===== src/rtl/ones_count_scheduler.sv =====
// ones_count_scheduler: two requesters share one serial ones-counting engine.
// A round-robin arbiter grants one word at a time. The word is shifted out
// LSB-first while its 1s are counted, and a done pulse tagged with the
// requester ID ends each job. Every output comes straight from a flop.
module ones_count_scheduler #(
    parameter int WIDTH = 8,
    parameter int CW    = 4
) (
    input  logic             clk,
    input  logic             rst,
    input  logic             req0,
    input  logic [WIDTH-1:0] data0,
    input  logic             req1,
    input  logic [WIDTH-1:0] data1,
    output logic             gnt0,
    output logic             gnt1,
    output logic             busy,
    output logic             bit_out,
    output logic             bit_valid,
    output logic [CW-1:0]    count,
    output logic             done,
    output logic             done_id
);

    localparam int BW = $clog2(WIDTH);

    typedef enum logic [1:0] {IDLE, SHIFT, DONE} state_t;

    state_t           state;
    state_t           state_next;
    logic [WIDTH-1:0] shreg;
    logic [BW-1:0]    bit_cnt;
    logic             ptr;

    logic             any_req;
    logic             winner;
    logic             last_bit;

    logic             gnt0_d;
    logic             gnt1_d;
    logic             busy_d;
    logic             bit_out_d;
    logic             bit_valid_d;
    logic [CW-1:0]    count_d;
    logic             done_d;
    logic             done_id_d;
    logic [WIDTH-1:0] shreg_d;
    logic [BW-1:0]    bit_cnt_d;
    logic             ptr_d;

    // If both requesters ask, the pointer decides. Otherwise whoever asks wins.
    assign any_req  = req0 | req1;
    assign winner   = (req0 & req1) ? ptr : req1;
    assign last_bit = (bit_cnt == BW'(WIDTH - 1));

    // State register
    always_ff @(posedge clk) begin
        if (rst) state <= IDLE;
        else     state <= state_next;
    end

    // Next-state logic: IDLE -> SHIFT on a request, WIDTH shift cycles, one DONE cycle
    always_comb begin
        state_next = state;
        case (state)
            IDLE:    if (any_req) state_next = SHIFT;
            SHIFT:   if (last_bit) state_next = DONE;
            DONE:    state_next = IDLE;
            default: state_next = IDLE;
        endcase
    end

    // Next values of the registered outputs and the datapath.
    // The value of bit_out is looked ahead by one bit so that the flop shows shreg[0].
    always_comb begin
        gnt0_d      = 1'b0;
        gnt1_d      = 1'b0;
        busy_d      = 1'b0;
        bit_out_d   = 1'b0;
        bit_valid_d = 1'b0;
        done_d      = 1'b0;
        count_d     = count;
        done_id_d   = done_id;
        shreg_d     = shreg;
        bit_cnt_d   = bit_cnt;
        ptr_d       = ptr;
        case (state)
            IDLE: begin
                if (any_req) begin
                    gnt0_d      = ~winner;
                    gnt1_d      = winner;
                    busy_d      = 1'b1;
                    bit_valid_d = 1'b1;
                    shreg_d     = winner ? data1 : data0;
                    bit_out_d   = winner ? data1[0] : data0[0];
                    count_d     = '0;
                    done_id_d   = winner;
                    bit_cnt_d   = '0;
                    ptr_d       = ~winner;
                end
            end
            SHIFT: begin
                busy_d    = 1'b1;
                count_d   = count + CW'(shreg[0]);
                shreg_d   = shreg >> 1;
                bit_cnt_d = bit_cnt + BW'(1);
                if (last_bit) begin
                    done_d    = 1'b1;
                    bit_cnt_d = '0;
                end else begin
                    bit_valid_d = 1'b1;
                    bit_out_d   = shreg[1];
                end
            end
            default: begin
            end
        endcase
    end

    // Output and datapath registers. Reset clears everything and drops any job in flight.
    always_ff @(posedge clk) begin
        if (rst) begin
            gnt0      <= 1'b0;
            gnt1      <= 1'b0;
            busy      <= 1'b0;
            bit_out   <= 1'b0;
            bit_valid <= 1'b0;
            count     <= '0;
            done      <= 1'b0;
            done_id   <= 1'b0;
            shreg     <= '0;
            bit_cnt   <= '0;
            ptr       <= 1'b0;
        end else begin
            gnt0      <= gnt0_d;
            gnt1      <= gnt1_d;
            busy      <= busy_d;
            bit_out   <= bit_out_d;
            bit_valid <= bit_valid_d;
            count     <= count_d;
            done      <= done_d;
            done_id   <= done_id_d;
            shreg     <= shreg_d;
            bit_cnt   <= bit_cnt_d;
            ptr       <= ptr_d;
        end
    end

endmodule


===== config.mk =====
export PLATFORM = sky130hd
export DESIGN_NAME = ones_count_scheduler
export DESIGN_NICKNAME = d
export VERILOG_FILES = /design/src/rtl/ones_count_scheduler.sv
export SDC_FILE = /design/constraint.sdc
export NUM_CORES = 1
export LEC_CHECK = 0
export ABC_AREA = 1
export ABC_CLOCK_PERIOD_IN_PS = 1700
export CAP_MARGIN = 10
export CORE_UTILIZATION = 47
export CTS_CLUSTER_DIAMETER = 200
export CTS_CLUSTER_SIZE = 20
export DETAILED_ROUTE_END_ITERATION = 10
export GPL_TIMING_DRIVEN = 0
export MAX_ROUTING_LAYER = met4
export PLACE_DENSITY = 0.74
export SYNTH_ARGS = -nofsm -noshare
export SYNTH_HDL_FRONTEND = slang
export SYNTH_SLANG_ARGS = --single-unit

===== constraint.sdc =====
create_clock -name clk -period 1.7 [get_ports clk]
set_clock_uncertainty 0.2 [all_clocks]
set_input_delay 0.34 -clock clk [delete_from_list [all_inputs] [get_ports clk]]
set_output_delay 0.34 -clock clk [all_outputs]
set_load 0.01 [all_outputs]

==> results.toml, run 1 <==
[run_status]
status = "completed"

[grt]
grt_usage = 0.231
grt_max_degree = 14
grt_first_pass_wirelength_mm = 4.35
grt_overflow = 0
antenna_found_initial = 0
grt_pass1_vias = 1029

[die]
die_w_um = 51.3
coreArea_um2 = 2250
dieArea_um2 = 2630
initial_core_util = 0.507
row_count = 17
ios = 31
die_h_um = 51.3

[worst_hold_path]
min_from = "bit_cnt[1]$_SDFFE_PP0P_"
worstHoldPathCells = 2
hp-class = "register to register"
min_to = "bit_cnt[1]$_SDFFE_PP0P_"

[detailed_routing]
totalWireLength_mm = 2.41
dr.first_iter.drc_count = 19
first_pass_iters = 4
drc = 0
viasPerCell = 5.00
wire_per_inst_um = 10.9
vias = 1105
ant_nets = 0

[placement]
placed_cell_area_um2 = 1480
place_ws_ns = -0.114
place.gp.congestion = 0.779
portBuffers = 30
dp.cells = 217
dpl.hpwl_mm = 1.94

[cts]
clock_sinks = 25
cts_root_buffer = "clkbuf_4"
clk_pin_slew_ns = 0.12
hold_buffers = 0
clockBufferDepth = 2
cts_buffers = 3
htree_levels = 1
cts_tree = "done"
clock_latency_ns = 0.31

[worst_setup_path]
start_kind = "register"
ff2ff_path_depth = 5
critPathTopFamily = "flip-flops"
slowest_stage = "dfxtp_1"
path_class = "register to output port"
rrSetupSlack_ns = 0.32
r2r-end = "bit_cnt[0]$_SDFFE_PP0P_"
rr_startpoint = "bit_cnt[0]$_SDFFE_PP0P_"
cp_cell_sequence = "dlygate4sd2_1"
crit_path_max_incr_delay_ns = 0.37
crit_buf_inv = 1
cp-end-kind = "output port"
crit_arrival_ns = 0.96
crit_required_ns = 1.16
cp_max_fo = 3

[finish]
final_core_util = 0.663
final_area_um2 = 1490
multiInputGateArea_um2 = 538
fin_cells = 221
layout-drive-gt1-share = 0.0881
regArea_um2 = 503
num-fill-cells = 222
syn_to_final_growth_pct = 30.6
num_antenna_cells = 0
nets = 218

[pwr]
p_comb_frac = 0.233
pwr-share-clk = 0.213
p_sw_mw = 0.340
sw_frac_of_total = 0.286
p_seq_frac = 0.554
p_leak_nw = 0.717
p_per_area_nw_per_um2 = 795
power.internal_mw = 0.848
vdd_ir_drop_max_mv = 0.661
power_mw = 1.19

[timing]
holdWs_ns = 0.269
final.setup.tns_ns = 0
period_needed_ns = 1.50
rsz0062_at_grt = "false"
slew_violations = 0
setup_slack_ns = 0.200
fmax_mhz = 667
relSlewSlack = 0.704
fin_crit_sh = 0.883
tightest_slew_ns = 0.444
finalSetupViolations = 0
finalHoldViolCount = 0

[flow_run]
maxCapViolCount = 0

[synthesis]
syn_nets = 183
syn_area_per_cell_um2 = 7.19
netlist.area_leader.share = 0.438
synth.area.top_cells = "dfxtp_1 (44%), nand2_1 (12%), a21oi_1 (9.2%)"
syn-instance-count = 159
ys_ff_latch = 25
yosys.area.top_type = "dfxtp_1"
synth_warnings = 0
syn-cell-area_um2 = 1140
yosysSeqAreaShare = 0.438
synth_cell_types = 20
==> cell usage in the layout (no fill, tap or decap), drive strengths merged <==
cell type / instances
nor3: 3
clkbuf: 5
nand2: 41
nand3b: 5
dlygate4sd2: 11
dfxtp: 25
inv: 18
nand3: 11
clkinv: 1
nor2: 19
a21oi: 21
ha: 4
clkdlybuf4s50: 19
buf: 4
o21ai: 6
==> worst max path at each step <==
stage                     startpoint                     to  slack (ns)  cells after the start
4_1_cts        count[3]$_SDFFE_PP0P_               count[3]        0.19                      1
6_report       count[3]$_SDFFE_PP0P_               count[3]        0.20                      1
2_1_floorplan  count[0]$_SDFFE_PP0P_  count[2]$_SDFFE_PP0P_        0.42                      5
3_3_place_gp                    req0  shreg[1]$_SDFFE_PP0P_       -0.07                      7
3_5_place_dp                    req1  shreg[5]$_SDFFE_PP0P_       -0.11                      7
5_1_grt                         req1  shreg[5]$_SDFFE_PP0P_        0.14                      7
==> logic make-up (layout without fill, tap and decap cells) <==
kind of cell,Yosys count,in the layout,synth area share
adders and majority gates,4,4,0.0438
AOI/OAI and AO/OA,27,27,0.118
DFF,25,25,0.438
and+or+nand+nor,79,79,0.309
buffers and inverters,24,58,0.0919
==> per-layer routing <==
layer	up-vias	GRT usage	part of all wire
met1	503	0.271	0.45
met5	-	-	0
li1	573	-	-
met3	4	0.0774	0.044
met4	0	0.0676	0.0091
met2	25	0.377	0.49
==> power groups by stage <==
stage	registers (mW)	logic [mW]	clock network [mW]
floorplan	0.674	0.167	0
global placement	0.670	0.281	0
detailed placement	0.671	0.290	0
CTS	0.658	0.280	0.265
global route	0.663	0.315	0.289
finish	0.658	0.277	0.253
==> final cells by class <==
class,count,share of cell area
Multi-Input combinational cell,110,0.360
Sequential cell,25,0.337
Timing Repair Buffer,30,0.192
Inverter,19,0.0486
Tap cell,28,0.0235
Buffer,5,0.0218
Clock buffer,4,0.0176
==> worst min-delay path: cells and delay by family, from the launching register on <==
family          cells  cell delay (ns)
compound gates      1             0.05
flops               1             0.33
simple gates        1             0.06
==> repair_timing <==
action,in CTS,in global routing
setup buffers,0,0
endpoints found under the setup margin,11,0
resized for setup,13,0
==> sequential cells by signal (all words and copies together) (netlist names) <==
name,flops
done_id,1
bit_cnt,3
bit_valid,1
gnt0,1
bit_out,1
done,1
shreg,8
ptr,1
state,2
busy,1
gnt1,1
count,4
==> cells in the mapped netlist <==
library cell and instances:
nor2_1 18, buf_2 2, nand2_2 3, buf_6 1, nand3_1 11, a21oi_1 21
o21ai_1 1, buf_4 1, nand3b_1 5, inv_2 2, nor3_2 1, o21ai_0 5
ha_1 4, dfxtp_1 25, inv_1 16, nor2_4 1, nand2_1 38, clkinv_2 1
clkbuf_1 1, nor3_1 2
(Power assumes the default switching activity.)
==> inputs of run 2 (changes only) <==
--- a/config.mk
+++ b/config.mk
@@ -12,7 +12,6 @@
 export CTS_CLUSTER_DIAMETER = 200
 export CTS_CLUSTER_SIZE = 20
 export DETAILED_ROUTE_END_ITERATION = 10
-export GPL_TIMING_DRIVEN = 0
 export MAX_ROUTING_LAYER = met4
 export PLACE_DENSITY = 0.74
 export SYNTH_ARGS = -nofsm -noshare
==> results.toml, run 2 (synthesized netlist as in run 1, its figures left out) <==
[detailed_routing]
drc = 0
viasPerCell = 4.88
dr.first_iter.drc_count = 21
wire_per_inst_um = 11.1
vias = 1097
first_pass_iters = 5
totalWireLength_mm = 2.50
ant_nets = 0

[timing]
fmax_mhz = 661
setup_slack_ns = 0.187
relSlewSlack = 0.818
tightest_slew_ns = 0.273
finalSetupViolations = 0
rsz0062_at_grt = "false"
period_needed_ns = 1.51
finalHoldViolCount = 0
slew_violations = 0
fin_crit_sh = 0.890

[placement]
portBuffers = 30
place_ws_ns = -0.121
dpl.hpwl_mm = 1.95
place.gp.congestion = 0.822

[grt]
grt_usage = 0.241
grt_overflow = 0
antenna_found_initial = 0
grt_max_degree = 15
grt_first_pass_wirelength_mm = 4.46
grt_pass1_vias = 1034

[finish]
num_antenna_cells = 0
syn_to_final_growth_pct = 33.8
largest_reg_flops = 8
layout-drive-gt1-share = 0.117
final_core_util = 0.679
nets = 222
reg.largest.list = "shreg x8, count x4, bit_cnt x3"
final_common_cell = "nand2_1"
layout_common_cells = "nand2_1 (38), dfxtp_1 (22), a21oi_1 (21)"
largest-register = "shreg"

[pwr]
p_per_area_nw_per_um2 = 798
vdd_ir_drop_max_mv = 0.610
p_leak_nw = 0.741

[worst_setup_path]
crit_required_ns = 1.16
cp.depth = 1
cp_cell_sequence = "dlygate4sd2_1"
rr_startpoint = "bit_cnt[0]$_SDFFE_PP0P_"
worstSetupStartpoint = "count[2]$_SDFFE_PP0P_"
cp-end-kind = "output port"
start_kind = "register"
ff2ff_path_depth = 5
crit_path_max_incr_delay_ns = 0.38
cp_max_fo = 4
slowest_stage = "dfxtp_2"
crit_buf_inv = 1
crit_arrival_ns = 0.97
path_class = "register to output port"
critPathTopFamily = "flip-flops"

[die]
ios = 31
initial_core_util = 0.507
die_w_um = 51.3
coreArea_um2 = 2250
die_h_um = 51.3
row_count = 17
dieArea_um2 = 2630

[cts]
cts_buffers = 3
htree_levels = 1
clock_latency_ns = 0.33
clockBufferDepth = 2
hold_buffers = 0
clk_pin_slew_ns = 0.14
cts_tree = "done"
clock_sinks = 25
cts_root_buffer = "clkbuf_4"

[flow_run]
maxCapViolCount = 0

[worst_hold_path]
worstHoldPathCells = 2
hp-class = "register to register"
min_from = "bit_cnt[2]$_SDFFE_PP0P_"

[run_status]
status = "completed"
[run 2: final cells by class]
class,instances,area [um2]
tap,28,35.0
sequential,25,504
multi-input combinational,110,538
clock buffer,4,26.3
inverter,19,72.6
timing repair buffer,39,354
fill,213,724
[run 2: path summary, 6_finish.rpt]
kind	slack (ns)	end
setup / recovery	0.19	count[2]
hold / removal	0.28	bit_cnt[2]$_SDFFE_PP0P_
setup reg to reg	0.33	bit_cnt[0]$_SDFFE_PP0P_
hold reg to reg	0.28	bit_cnt[2]$_SDFFE_PP0P_
[run 2: layer usage]
layer	GRT usage	up-vias	wire [um]
li1	-	582	-
met1	0.262	494	1080
met2	0.417	16	1280
met3	0.0625	5	98
met4	0.0946	0	40
met5	-	-	0
[run 2: power breakdown]
group          total (mW)  leakage, nW  switching (mW)  internal, mW
clock network       0.270       0.0150           0.178        0.0921
logic               0.293        0.520           0.156         0.137
registers           0.658        0.207          0.0237         0.634
total                1.22        0.741           0.358         0.863
[run 2: through the flow]
step / setup TNS (ns) / hold slack (ns) / area (um2) / cells / total power, mW
after floorplan: 0 / 0.209 / 1140 / 159 / 0.840
after global placement: -0.678 / 0.254 / 1510 / 221 / 0.966
after detailed placement: -1.07 / 0.262 / 1510 / 221 / 0.976
after CTS: 0 / 0.281 / 1530 / 225 / 1.23
after global routing: 0 / 0.300 / 1530 / 225 / 1.30
final: 0 / 0.279 / 1530 / 225 / 1.22
[run 2: repair_timing]
action	in CTS	in global routing
buffers inserted	0	0
endpoints found under the setup margin	11	0
resized for setup	14	0
